File: src/rtl/sync_fifo_prog.sv
// sync_fifo_prog: single-clock FIFO with runtime almost-full/almost-empty
// thresholds, standard or first-word-fall-through read, pulse and sticky
// error flags, and a synchronous flush. All status outputs are registered
// and derived from the occupancy the FIFO will have after the current edge.
module sync_fifo_prog #(
    parameter int DATA_WIDTH = 8,
    parameter int ADDR_WIDTH = 4,
    parameter int FWFT       = 0
) (
    input  logic                  clk,
    input  logic                  reset,
    input  logic                  flush,
    input  logic                  wr_en,
    input  logic [DATA_WIDTH-1:0] data_in,
    input  logic                  rd_en,
    output logic [DATA_WIDTH-1:0] data_out,
    output logic                  rd_valid,
    input  logic [ADDR_WIDTH:0]   af_thresh,
    input  logic [ADDR_WIDTH:0]   ae_thresh,
    output logic [ADDR_WIDTH:0]   count,
    output logic                  full,
    output logic                  empty,
    output logic                  almost_full,
    output logic                  almost_empty,
    output logic                  overflow,
    output logic                  underflow,
    output logic [1:0]            err_sticky,
    input  logic                  err_clr
);

    localparam int                DEPTH   = 2 ** ADDR_WIDTH;
    localparam logic [ADDR_WIDTH:0] DEPTH_C = (ADDR_WIDTH + 1)'(DEPTH);

    // Storage is deliberately not reset; only pointers and flags are.
    logic [DATA_WIDTH-1:0] mem [DEPTH];

    logic [ADDR_WIDTH-1:0] wr_ptr;
    logic [ADDR_WIDTH-1:0] rd_ptr;
    logic [ADDR_WIDTH:0]   count_q;
    logic [ADDR_WIDTH:0]   count_nxt;
    logic                  full_q;
    logic                  empty_q;
    logic                  af_q;
    logic                  ae_q;
    logic                  ovf_q;
    logic                  unf_q;
    logic [1:0]            sticky_q;

    logic                  wr_acc;
    logic                  rd_acc;
    logic                  wr_rej;
    logic                  rd_rej;

    // Occupancy after this edge given which sides are accepted. A flush
    // overrides everything and empties the FIFO.
    function automatic logic [ADDR_WIDTH:0] next_level(
        input logic [ADDR_WIDTH:0] cur,
        input logic                do_wr,
        input logic                do_rd,
        input logic                do_flush
    );
        logic [ADDR_WIDTH:0] lvl;
        lvl = cur;
        if (do_flush) begin
            lvl = '0;
        end else if (do_wr && !do_rd) begin
            lvl = cur + 1'b1;
        end else if (do_rd && !do_wr) begin
            lvl = cur - 1'b1;
        end
        return lvl;
    endfunction

    // Accept/reject decisions use the registered full/empty seen at this edge;
    // flush and reset suppress both sides and any error pulse.
    always_comb begin
        wr_acc    = wr_en && !full_q  && !flush && !reset;
        rd_acc    = rd_en && !empty_q && !flush && !reset;
        wr_rej    = wr_en &&  full_q  && !flush;
        rd_rej    = rd_en &&  empty_q && !flush;
        count_nxt = next_level(count_q, wr_acc, rd_acc, flush);
    end

    // Occupancy and status flags, all computed from the next occupancy so
    // they always agree with count in the same cycle.
    always_ff @(posedge clk) begin
        if (reset) begin
            count_q <= '0;
            full_q  <= 1'b0;
            empty_q <= 1'b1;
            af_q    <= 1'b0;
            ae_q    <= 1'b1;
        end else begin
            count_q <= count_nxt;
            full_q  <= (count_nxt == DEPTH_C);
            empty_q <= (count_nxt == '0);
            af_q    <= (count_nxt >= af_thresh);
            ae_q    <= (count_nxt <= ae_thresh);
        end
    end

    // Read and write pointers; natural wrap at DEPTH-1 -> 0.
    always_ff @(posedge clk) begin
        if (reset || flush) begin
            wr_ptr <= '0;
            rd_ptr <= '0;
        end else begin
            if (wr_acc) begin
                wr_ptr <= wr_ptr + 1'b1;
            end
            if (rd_acc) begin
                rd_ptr <= rd_ptr + 1'b1;
            end
        end
    end

    // Storage write; never lands on the head entry unless the FIFO is empty.
    always_ff @(posedge clk) begin
        if (wr_acc) begin
            mem[wr_ptr] <= data_in;
        end
    end

    // One-cycle error pulses and their sticky copies; a new error wins over
    // err_clr in the same cycle, flush leaves the stickies alone.
    always_ff @(posedge clk) begin
        if (reset) begin
            ovf_q    <= 1'b0;
            unf_q    <= 1'b0;
            sticky_q <= 2'b00;
        end else begin
            ovf_q    <= wr_rej;
            unf_q    <= rd_rej;
            sticky_q <= (err_clr ? 2'b00 : sticky_q) | {wr_rej, rd_rej};
        end
    end

    generate
        if (FWFT == 0) begin : g_std
            logic [DATA_WIDTH-1:0] dout_p1;
            logic                  vld_p1;

            // Registered read: the head is captured one cycle after an accepted
            // read; data holds otherwise, including across a flush.
            always_ff @(posedge clk) begin
                if (reset) begin
                    dout_p1 <= '0;
                    vld_p1  <= 1'b0;
                end else if (flush) begin
                    vld_p1  <= 1'b0;
                end else begin
                    vld_p1 <= rd_acc;
                    if (rd_acc) begin
                        dout_p1 <= mem[rd_ptr];
                    end
                end
            end

            assign data_out = dout_p1;
            assign rd_valid = vld_p1;
        end else begin : g_fwft
            logic [DATA_WIDTH-1:0] head;
            logic [DATA_WIDTH-1:0] last_p1;

            assign head = mem[rd_ptr];

            // Remember the word being presented so data_out holds it once the
            // FIFO runs empty or is flushed, and reads zero after reset.
            always_ff @(posedge clk) begin
                if (reset) begin
                    last_p1 <= '0;
                end else if (!empty_q) begin
                    last_p1 <= head;
                end
            end

            assign data_out = empty_q ? last_p1 : head;
            assign rd_valid = !empty_q;
        end
    endgenerate

    assign count        = count_q;
    assign full         = full_q;
    assign empty        = empty_q;
    assign almost_full  = af_q;
    assign almost_empty = ae_q;
    assign overflow     = ovf_q;
    assign underflow    = unf_q;
    assign err_sticky   = sticky_q;

endmodule

File: config.mk
export PLATFORM = sky130hd
export DESIGN_NAME = sync_fifo_prog
export DESIGN_NICKNAME = d
export VERILOG_FILES = /design/src/rtl/sync_fifo_prog.sv
export SDC_FILE = /design/constraint.sdc
export NUM_CORES = 1
export LEC_CHECK = 0
export CORE_MARGIN = 2
export CORE_UTILIZATION = 55
export CTS_BUF_LIST = sky130_fd_sc_hd__clkbuf_2
export DETAILED_ROUTE_END_ITERATION = 16
export GPL_TIMING_DRIVEN = 0
export PLACE_DENSITY = 0.75
export SLEW_MARGIN = 10
export SYNTH_ARGS = -nofsm -noshare
export SYNTH_HDL_FRONTEND = slang
export SYNTH_SLANG_ARGS = --single-unit
File: constraint.sdc
create_clock -name clk -period 7.7 [get_ports clk]
set_input_delay 1.54 -clock clk [delete_from_list [all_inputs] [get_ports clk]]
set_output_delay 1.54 -clock clk [all_outputs]
set_load 0.005 [all_outputs]
==> metrics.txt, run 1 <==
die area ~0.013 mm2; grt met2 use 0.3301; post-synthesis simple-gate area fraction 0.07732; CP dominant cell by count a21o_1; Initial Util 0.5673; RePlAce Congestion between 0.7 and 0.8; Place WS 3.350 ns; Max-Cap Viols 0; unrepaired setup endpoints after global routing no; Yosys top cell area share 0.5909; crit-path cells clkdlybuf4s50_1, nor2b_1, nor3_2, or3_1, nand3b_1, ha_1, nand2b_1, a21o_1, a21o_1, a21o_1, a21oi_1, nor2_1; Synth Area in Compound Gates 0.02462; critical path data arrival time about 4.3 ns; number of H-tree levels 4; Setup Total Neg Slack 0 ns; Post-CTS Setup Inserts 0; LEAKAGE 2.514 nW; DRT iter0 DRCs ~330; count of different cell masters after synthesis 36; CP Buf/Inv Count 1; multiplexer share of the synthesized area 0.1452; min-delay src err_sticky[1]$_SDFF_PP0_; Power Dens Cells approximately 190 mW/mm2; busiest layer in global routing met2; vias in the first global route 3370; hold depth 1; Root Buffer clkbuf_2; slowest library cell on the worst path clkdlybuf4s50_1; number of enable flip-flop cells after synthesis 128; Critical Path RT around 8.3 ns; Avg Inst Size Synth ~17 um2; R2R cell count 11; # hold bufs at CTS 0; Critical R2R Launch empty$_SDFF_PP1_; layout cells sized above 1 0.1788; Worst-Margin Slew ~1 ns; cell count after synthesis ~380; Achievable Freq around 270 MHz; die width about 110 um; first-pass detailed-route iteration total 4; crit-path max FO 5; cell taking the most area after synthesis edfxtp_1; async set or reset register ratio after synthesis 0; Logic pwr share 0.036; Fillers between 700 and 800; met3 GRT Util 0.05088; clk slew on worst S/H paths about 0.20 ns; synthesized area about 0.0065 mm2; total number of vias between 3000 and 4000; setup ws final ~4.0 ns; Finished Layout Cells 596; Worst slew margin 0.3365; main combinational cell family by area after synthesis multiplexers; drt wl/cell just over 20 um; ys flop type edfxtp_1; DRC violations left 0; clock period minus worst slack between 3 and 4 ns; met1 GRT Util 0.2862; Hold WS roughly 0.48 ns; Switching Share 0.2109; YS warnings 0; highest cell delay on the worst timing path between 0.5 and 0.6 ns; Critical Path Sink Type register; VDD IR max approximately 0.15 mV; Area Overhead vs Synth 13.69%; height of the die about 110 um; sequential share of power 0.646; post_cts resized 0; Post-Place Cells between 500 and 600; drt via density between 5 and 6; PortBufs 45; Clk Latency, worst-skew pair between 0.6 and 0.7 ns; Final #Nets approximately 480; end-of-flow core utilization 0.6450; Num CTS Buffers 17; Seq cells post-synth about 160; gr usage total 0.2063; crit path launch type input port; family with the most delay on the worst path simple AND/OR/NAND/NOR gates; HP Class reg -> reg; Antenna Nets Post-Route 0; status finished clean; worst r2r dst almost_full$_SDFF_PP0_; detailed placement HPWL around 8300 um; # diodes 0; xor/xnor cell area share of the yosys netlist 0.009425; Core Box Area between 0.01 and 0.015 mm2; Internal Power 1.133 mW; final worst-path cycle share 0.4778; clock network power share 0.318; CTS tree built; Slew Viols, Final 0; WHS Endpoint err_sticky[1]$_SDFF_PP0_; adder-cell area share of the yosys netlist 0.03270; final instance area ~0.0074 mm2; Hold Vio Cnt, Final 0; Clock Sinks around 160; Mapped Nets approximately 420; Row Count 39; CP Class in -> reg; placed inst area ~0.007 mm2; worst reg2reg setup slack just over 5 ns; Clock Skews approximately 0.029 ns; Overflow after GRT 0; largest net degree at the start of global routing 17; Tot Pwr 1.436 mW; endpoints failing setup 0; WL final 12200 um; post-synthesis sequential area ratio 0.6832; Ports 46; synth cell count leaders edfxtp_1, mux4_2, nor2_1; Synth area leaders edfxtp_1, mux4_2, dfxtp_1, mux4_1, ha_1; Psw around 0.30 mW; Clock Path Buffers 2; count leader, synth edfxtp_1; initial antenna violation count 0; first-pass GRT wire length 19300 um
[how the worst max path moves through the flow]
stage / cells after the start / endpoint / slack, ns / startpoint
detailed placement: 12 / almost_full$_SDFF_PP0_ / 3.35 / rd_en
floorplan: 11 / almost_full$_SDFF_PP0_ / 4.16 / rd_en
CTS: 12 / almost_full$_SDFF_PP0_ / 4.09 / rd_en
finish: 12 / almost_full$_SDFF_PP0_ / 4.02 / rd_en
global placement: 5 / mem[3][4]$_DFFE_PP_ / 3.30 / reset
global route: 12 / almost_full$_SDFF_PP0_ / 3.96 / rd_en
[logic make-up (layout without fill, tap and decap cells)]
| kind of cell | Yosys count | in the layout |
|---|---|---|
| DFF | 158 | 158 |
| xor gates and xnor gates | 7 | 7 |
| AOI/OAI and AO/OA | 27 | 27 |
| buffers and inverters | 32 | 108 |
| and+or+nand+nor | 95 | 95 |
| muxes | 41 | 41 |
| adders and majority gates | 17 | 17 |
[cells in the final DEF (no fill, tap or decap), types with 3 or more instances in the layout]
cell type,instances
nand4_1,4
o21ai_1,9
xor2_1,4
dfxtp_1,30
o21ai_0,3
and3_1,4
nor3_2,6
inv_1,15
edfxtp_1,128
a21o_1,5
clkdlybuf4s50_1,45
buf_4,5
mux4_1,9
xnor2_1,3
bufinv_16,3
nand2_1,19
nor2b_1,6
nor2_1,31
a21oi_1,5
mux4_2,31
clkbuf_2,20
clkbuf_1,5
ha_1,17
buf_6,3
nand2b_1,15
[power groups by stage]
stage / clock network [mW] / registers [mW] / logic [mW]
after floorplan: 0 / 0.945 / 0.0221
after global placement: 0 / 0.945 / 0.0504
after detailed placement: 0 / 0.946 / 0.0529
after CTS: 0.467 / 0.927 / 0.0529
after global routing: 0.497 / 0.928 / 0.0578
final: 0.457 / 0.927 / 0.0523
[area by class of cell]
type	count	area (um2)	share of cell area
buffer	17	122.6	0.01658
timing repair buffer	45	450.4	0.06090
inverter	15	56.30	0.007613
clock inverter	11	141.4	0.01912
clock buffer	20	100.1	0.01353
tap	143	178.9	0.02419
sequential	158	4444	0.6009
multi-input combinational	187	1902	0.2571
[sequential cells by signal, summed over array words and instances (netlist names)]
| register | flops |
|---|---|
| almost_full | 1 |
| count | 5 |
| mem | 128 |
| err_sticky | 2 |
| overflow | 1 |
| full | 1 |
| empty | 1 |
| rd_valid | 1 |
| almost_empty | 1 |
| wr_ptr | 4 |
| underflow | 1 |
| rd_ptr | 4 |
| data_out | 8 |
[metal layers]
| layer | vias up | part of all wire |
|---|---|---|
| li1 | 1585 | - |
| met1 | 1801 | 0.43 |
| met2 | 113 | 0.50 |
| met3 | 14 | 0.061 |
| met4 | 0 | 0.014 |
| met5 | - | 0 |
Note: power is estimated with default switching activity, not from simulation.
==> inputs of run 2 (changes only) <==
--- a/config.mk
+++ b/config.mk
@@ -10,7 +10,7 @@
 export CTS_BUF_LIST = sky130_fd_sc_hd__clkbuf_2
 export DETAILED_ROUTE_END_ITERATION = 16
 export GPL_TIMING_DRIVEN = 0
-export PLACE_DENSITY = 0.75
+export PLACE_DENSITY = 0.78
 export SLEW_MARGIN = 10
 export SYNTH_ARGS = -nofsm -noshare
 export SYNTH_HDL_FRONTEND = slang
==> constraint.sdc (replaced) <==
create_clock -name clk -period 3.3 [get_ports clk]
set_input_delay 0.66 -clock clk [delete_from_list [all_inputs] [get_ports clk]]
set_output_delay 0.66 -clock clk [all_outputs]
set_load 0.005 [all_outputs]
==> run 2 against run 1 <==
- die area unchanged
- critical path depth unchanged
- largest cell class unchanged
- non-clock buffer count is the same
- combinational power is 130% higher
- clock power grew 98%
- sequential share of layout area is 0.35 points higher
- total power up 120%
- hold slack improved by 0.0037 ns
- sequential power increased by 130%
- register-to-register slack worse by 4.4 ns
==> metrics.txt, run 2 (same netlist as run 1, synthesis figures left out) <==
largest net degree at the start of global routing 17 (unchanged); height of the die 112.8 um (unchanged); crit path launch type input port; CP Buf/Inv Count 1 (unchanged); Core Box Area 0.01147 mm2 (unchanged); Top reg by flops mem; first-pass GRT wire length 19480 um (+0.93%); most frequent cells in the layout edfxtp_1, clkdlybuf4s50_1, nor2_1, mux4_2, dfxtp_1; placed inst area 0.007154 mm2 (unchanged); critical path data arrival time 3.39 ns (-0.86 ns); family with the most delay on the worst path simple AND/OR/NAND/NOR gates; drt via density 5.688 (-3.5%); Overflow after GRT 0 (unchanged); highest cell delay on the worst timing path 0.52 ns (about the same); Ports 46 (unchanged); drt wl/cell 20.40 um (-0.30%); Power Dens Cells 433.5 mW/mm2 (+120%); Root Buffer clkbuf_2; Achievable Freq ~360 MHz; post_cts resized 0 (unchanged); Worst-Margin Slew 0.9589 ns (-0.03264 ns); Row Count 39 (unchanged); vias in the first global route 3520 (+4.5%); unrepaired setup endpoints after global routing no; final instance area 0.007353 mm2 (-0.58%); Final #Nets 482 (unchanged); Post-CTS Setup Inserts 0 (unchanged); WL final 12180 um (-0.13%); initial antenna violation count 0 (unchanged); first-pass detailed-route iteration total 5 (+1); number of H-tree levels 4 (unchanged); Antenna Nets Post-Route 0 (unchanged); gr usage total 0.2110 (+0.004763); HP Class reg -> reg; Num CTS Buffers 17 (unchanged); Hold Vio Cnt, Final 0 (unchanged); RePlAce Congestion 0.7604 (-0.82%); detailed placement HPWL 8394 um (+0.69%); CTS tree built; # diodes 0 (unchanged); Clk Latency, worst-skew pair 0.71 ns (+0.04 ns); status finished clean; CP Class in -> reg; area occupied by multi-input gates 0.001902 mm2 (unchanged); Area Overhead vs Synth 13.04%; die area 0.01271 mm2 (unchanged); Slew Viols, Final 0 (unchanged); Critical Path RT 3.91 ns (-4.37 ns); DRC violations left 0 (unchanged); PortBufs 45 (unchanged); endpoints failing setup 0 (unchanged); max reg flops 128 (unchanged); # hold bufs at CTS 0 (unchanged); Worst slew margin 0.3584 (+0.02184); slowest library cell on the worst path clkdlybuf4s50_1; Clock Skews 0.04040 ns (+0.01141 ns); total number of vias 3396 (-3.3%); LEAKAGE 2.487 nW (-1.1%); crit-path max FO 5 (unchanged); crit-path cells clkdlybuf4s50_1, nor2b_1, nor3_2, or3_1, nand3b_1, ha_1, nand2b_1, a21o_1, a21o_1, a21o_1, a21oi_1, nor2_1; die width 112.8 um (unchanged); worst reg2reg setup slack 0.61 ns (-4.42 ns); DRT iter0 DRCs 333 (+0.60%); Clock Sinks 158 (unchanged); VDD IR max 0.4026 mV (+170%); final worst-path cycle share 0.8438; Tot Pwr 3.188 mW (+120%); sequential cell area 0.004444 mm2 (unchanged); CP dominant cell by count a21o_1; clock period minus worst slack approximately 2.8 ns; Max-Cap Viols 0 (unchanged); clk slew on worst S/H paths 0.21 ns (about the same); Fillers 788 (-1.3%); layout cells sized above 1 0.1806 (+0.001809); commonest non-fill, non-tap cell in the layout edfxtp_1; Clock Path Buffers 2 (unchanged); Initial Util 0.5673 (unchanged); Setup Total Neg Slack 0 ns (unchanged); Critical Path Sink Type register
run 2: cell count changes in the layout (fill, tap and decap cells not counted), sizes merged:
| cell | before | now |
|---|---|---|
| bufinv | 3 | 0 |
| clkbuf | 26 | 24 |
| clkinv | 5 | 6 |
| clkinvlp | 1 | 2 |
| inv | 17 | 21 |
run 2: worst paths after layout:
| check | startpoint | end | cells past startpoint |
|---|---|---|---|
| max | rd_en | almost_full$_SDFF_PP0_ | 12 |
| max reg2reg | empty$_SDFF_PP1_ | almost_full$_SDFF_PP0_ | 11 |
| min reg2reg | data_out[6]$_SDFFE_PP0P_ | data_out[6]$_SDFFE_PP0P_ | 2 |
| min | data_out[6]$_SDFFE_PP0P_ | data_out[6]$_SDFFE_PP0P_ | 2 |
run 2: metal layers:
layer  global-route usage  share of wire  up-vias
met2               0.3497           0.50      127
met3              0.06588          0.078       13
met5                    0              0        -
li1                     -              -     1586
met1               0.2719           0.40     1670
met4              0.06341          0.019        0
run 2: area by class of cell:
type,count,share of cell area
plain buffers,17,0.01668
clock buffers,18,0.01225
clock inverters,14,0.01480
inverters,15,0.007657
multi-input cells,187,0.2586
flip-flops and latches,158,0.6044
well taps,143,0.02433
repair buffers,45,0.06126
run 2: report_power, final:
group          internal [mW]  total, mW  switching (mW)
combinational         0.0587      0.121          0.0620
clock                  0.214      0.904           0.690
sequential              2.16       2.16         0.00453
run 2: worst register-to-register path, delay by kind of cell, from the launching register on:
family	cells	cell delay, ns
and+or+nand+nor	6	1.28
DFF	1	0.42
adders and majority gates	1	0.26
AOI/OAI and AO/OA	4	0.67
run 2: per-stage QoR:
step	hold WS [ns]	utilization	worst slack, ns	instances
global placement	0.4335	0.6221	-0.1694	565
global route	0.4982	0.6412	0.4301	597
detailed placement	0.4434	0.6239	-0.2207	565
CTS	0.4854	0.6412	0.5555	597
floorplan	0.4505	-	0.6412	377
finish	0.4831	0.6412	0.5153	597
==> inputs of run 3 (changes only) <==
==> constraint.sdc (replaced) <==
create_clock -name clk -period 2.26 [get_ports clk]
set_input_delay 0.452 -clock clk [delete_from_list [all_inputs] [get_ports clk]]
set_output_delay 0.452 -clock clk [all_outputs]
set_load 0.005 [all_outputs]
==> run 3 against run 2 <==
- the run now ends with negative setup slack left
- total power rose by 59%
- non-clock buffer count is 14 higher
- die area did not move
- worst setup slack worse by 0.53 ns
- final area rose by 4.2%
- combinational power is 64% higher
- first-iteration DRC count is 9.9% lower
- via count rose by 3.9%
- hold slack worse by 0.10 ns
- clock skew shrank 0.012 ns
- sequential cell count did not move
- largest power group unchanged
==> metrics.txt, run 3 (same netlist as run 1, synthesis figures left out) <==
Core Box Area 0.01147 mm2 (unchanged); Logic pwr share 0.039 (about the same); crit-path max FO 5 (unchanged); R2R cell count 11 (unchanged); height of the die 112.8 um (unchanged); Tot Pwr 5.063 mW (+59%); Clk Latency, worst-skew pair 0.73 ns (+0.02 ns); Worst slew margin 0.3745 (+0.01609); Achievable Freq 440.2 MHz; Ports 46 (unchanged); Clock Skews 0.02835 ns (-0.01205 ns); sequential cell area 0.004461 mm2 (+0.37%); Power Dens Cells 660.8 mW/mm2 (+52%); Critical R2R Launch empty$_SDFF_PP1_; drt via density 5.785 (+1.7%); status finished with violations; unrepaired setup endpoints after global routing yes; Fillers 765 (-2.9%); CP dominant cell by count a21o_1; vias in the first global route 3537 (+0.48%); clock period minus worst slack roughly 2.3 ns; Overflow after GRT 0 (unchanged); WL final 12740 um (+4.6%); HP Class in -> reg; sequential share of power 0.623 (-0.056); Clock Sinks 158 (unchanged); first-pass detailed-route iteration total 5 (unchanged); area occupied by multi-input gates 0.002002 mm2 (+5.3%); # diodes 0 (unchanged); Row Count 39 (unchanged); Psw 1.082 mW (+43%); Worst Setup EP almost_full$_SDFF_PP0_; endpoints failing setup 1 (+1); critical path data arrival time 2.90 ns (-0.49 ns); CP Class reg -> reg; Hold Vio Cnt, Final 0 (unchanged); Slew Viols, Final 0 (unchanged); crit path launch type register; die area 0.01271 mm2 (unchanged); detailed placement HPWL 8569 um (+2.1%); most frequent cells in the layout edfxtp_1, clkdlybuf4s50_1, nor2_1, mux4_2, dfxtp_1; Place WS -0.8237 ns (-0.6030 ns); Initial Util 0.5673 (unchanged); Root Buffer clkbuf_2; Final #Nets 496 (+2.9%); Area Overhead vs Synth 17.79%; setup ws final -0.01149 ns (-0.5268 ns); die width 112.8 um (unchanged); VDD IR max 0.6251 mV (+55%); # hold bufs at CTS 0 (unchanged); Max-Cap Viols 0 (unchanged); Internal Power 3.981 mW (+64%); first-pass GRT wire length 19480 um (unchanged); number of H-tree levels 4 (unchanged); Critical Path RT 2.89 ns (-1.02 ns); CP Buf/Inv Count 0 (-1); beginning of the critical path empty$_SDFF_PP1_; clock network power share 0.338 (+0.055); PortBufs 45 (unchanged); LEAKAGE 2.652 nW (+6.6%); crit-path cells nand2b_4, nor3_4, or3_1, nand3b_1, ha_1, nand2b_4, a21o_1, a21o_1, a21o_1, a21oi_2, nor2_1; Critical Path Sink Type register; critical path depth in cells 11 (-1); highest cell delay on the worst timing path 0.45 ns (-0.07 ns); worst r2r dst almost_full$_SDFF_PP0_; Switching Share 0.2136 (-0.02360); DRT iter0 DRCs 300 (-9.9%); initial antenna violation count 0 (unchanged); final worst-path cycle share 1.005; max reg flops 128 (unchanged); DRC violations left 0 (unchanged); Antenna Nets Post-Route 0 (unchanged); Top reg by flops mem; commonest non-fill, non-tap cell in the layout edfxtp_1; layout cells sized above 1 0.2505 (+0.06992); Clock Path Buffers 2 (unchanged); Worst-Margin Slew 0.9349 ns (-0.02404 ns); failing checks negative setup slack; RePlAce Congestion 0.7977 (+4.9%); drt wl/cell 20.89 um (+2.4%); largest net degree at the start of global routing 17 (unchanged); total number of vias 3529 (+3.9%); family with the most delay on the worst path simple AND/OR/NAND/NOR gates; slowest library cell on the worst path dfxtp_4; Num CTS Buffers 17 (unchanged); gr usage total 0.2138 (+0.002774); worst reg2reg setup slack -0.01 ns (-0.62 ns); CTS tree built; clk slew on worst S/H paths 0.22 ns (about the same)
[run 3: worst reg2reg max path, delay by kind of cell, from the launching register on]
family	cells	cell delay [ns]
flip-flops	1	0.45
adder cells (fa/ha/maj)	1	0.24
AND/OR/NAND/NOR	6	0.89
AO/OA/AOI/OAI	4	0.58
[run 3: through the flow]
stage	hold WS [ns]	area (um2)	instances	util	setup TNS, ns
after floorplan	0.4505	6553	377	-	-0.04372
after global placement	0.4342	7182	565	0.6263	-75.44
after detailed placement	0.4587	7224	568	0.6300	-58.41
after CTS	0.3215	7584	605	0.6613	-0.04563
after global routing	0.3351	7662	610	0.6682	-0.1839
final	0.3826	7662	610	0.6682	-0.01149
[run 3: timing repair]
| action | CTS | global route |
|---|---|---|
| pin swaps | 9 | 13 |
| setup endpoints to repair | 8 | 2 |
| resized for setup | 17 | 7 |
| setup buffers | 7 | 5 |
[run 3: per-layer routing]
metal | global-route usage | vias up | share of wire | routed length (um)
li1 | - | 1612 | - | -
met1 | 0.2750 | 1743 | 0.41 | 5251
met2 | 0.3477 | 150 | 0.50 | 6310
met3 | 0.05303 | 24 | 0.065 | 830
met4 | 0.09919 | 0 | 0.027 | 347
met5 | 0 | - | 0 | 0
[run 3: power groups by stage]
stage	Clock [mW]	Sequential [mW]	Combinational, mW
2_1_floorplan	0	3.22	0.0811
3_3_place_gp	0	3.22	0.178
3_5_place_dp	0	3.22	0.184
4_1_cts	1.74	3.15	0.189
5_1_grt	1.84	3.16	0.217
6_report	1.71	3.15	0.199
[run 3: layout make-up]
class | instances | share of cell area
plain buffers | 16 | 0.01666
clock buffers | 18 | 0.01176
clock inverters | 13 | 0.02449
inverters | 15 | 0.007348
multi-input cells | 187 | 0.2613
flip-flops and latches | 158 | 0.5821
well taps | 143 | 0.02335
repair buffers | 60 | 0.07299
[run 3: worst min-delay path by stage]
stage / from / end / slack [ns] / depth (start not counted)
3_3_place_gp: err_sticky[1]$_SDFF_PP0_ / err_sticky[1]$_SDFF_PP0_ / 0.43 / 1
3_5_place_dp: data_out[7]$_SDFFE_PP0P_ / data_out[7]$_SDFFE_PP0P_ / 0.46 / 2
2_1_floorplan: err_sticky[0]$_SDFF_PP0_ / err_sticky[0]$_SDFF_PP0_ / 0.45 / 1
6_report: ae_thresh[4] / almost_empty$_SDFF_PP1_ / 0.38 / 4
4_1_cts: ae_thresh[4] / almost_empty$_SDFF_PP1_ / 0.32 / 4
5_1_grt: ae_thresh[4] / almost_empty$_SDFF_PP1_ / 0.34 / 4
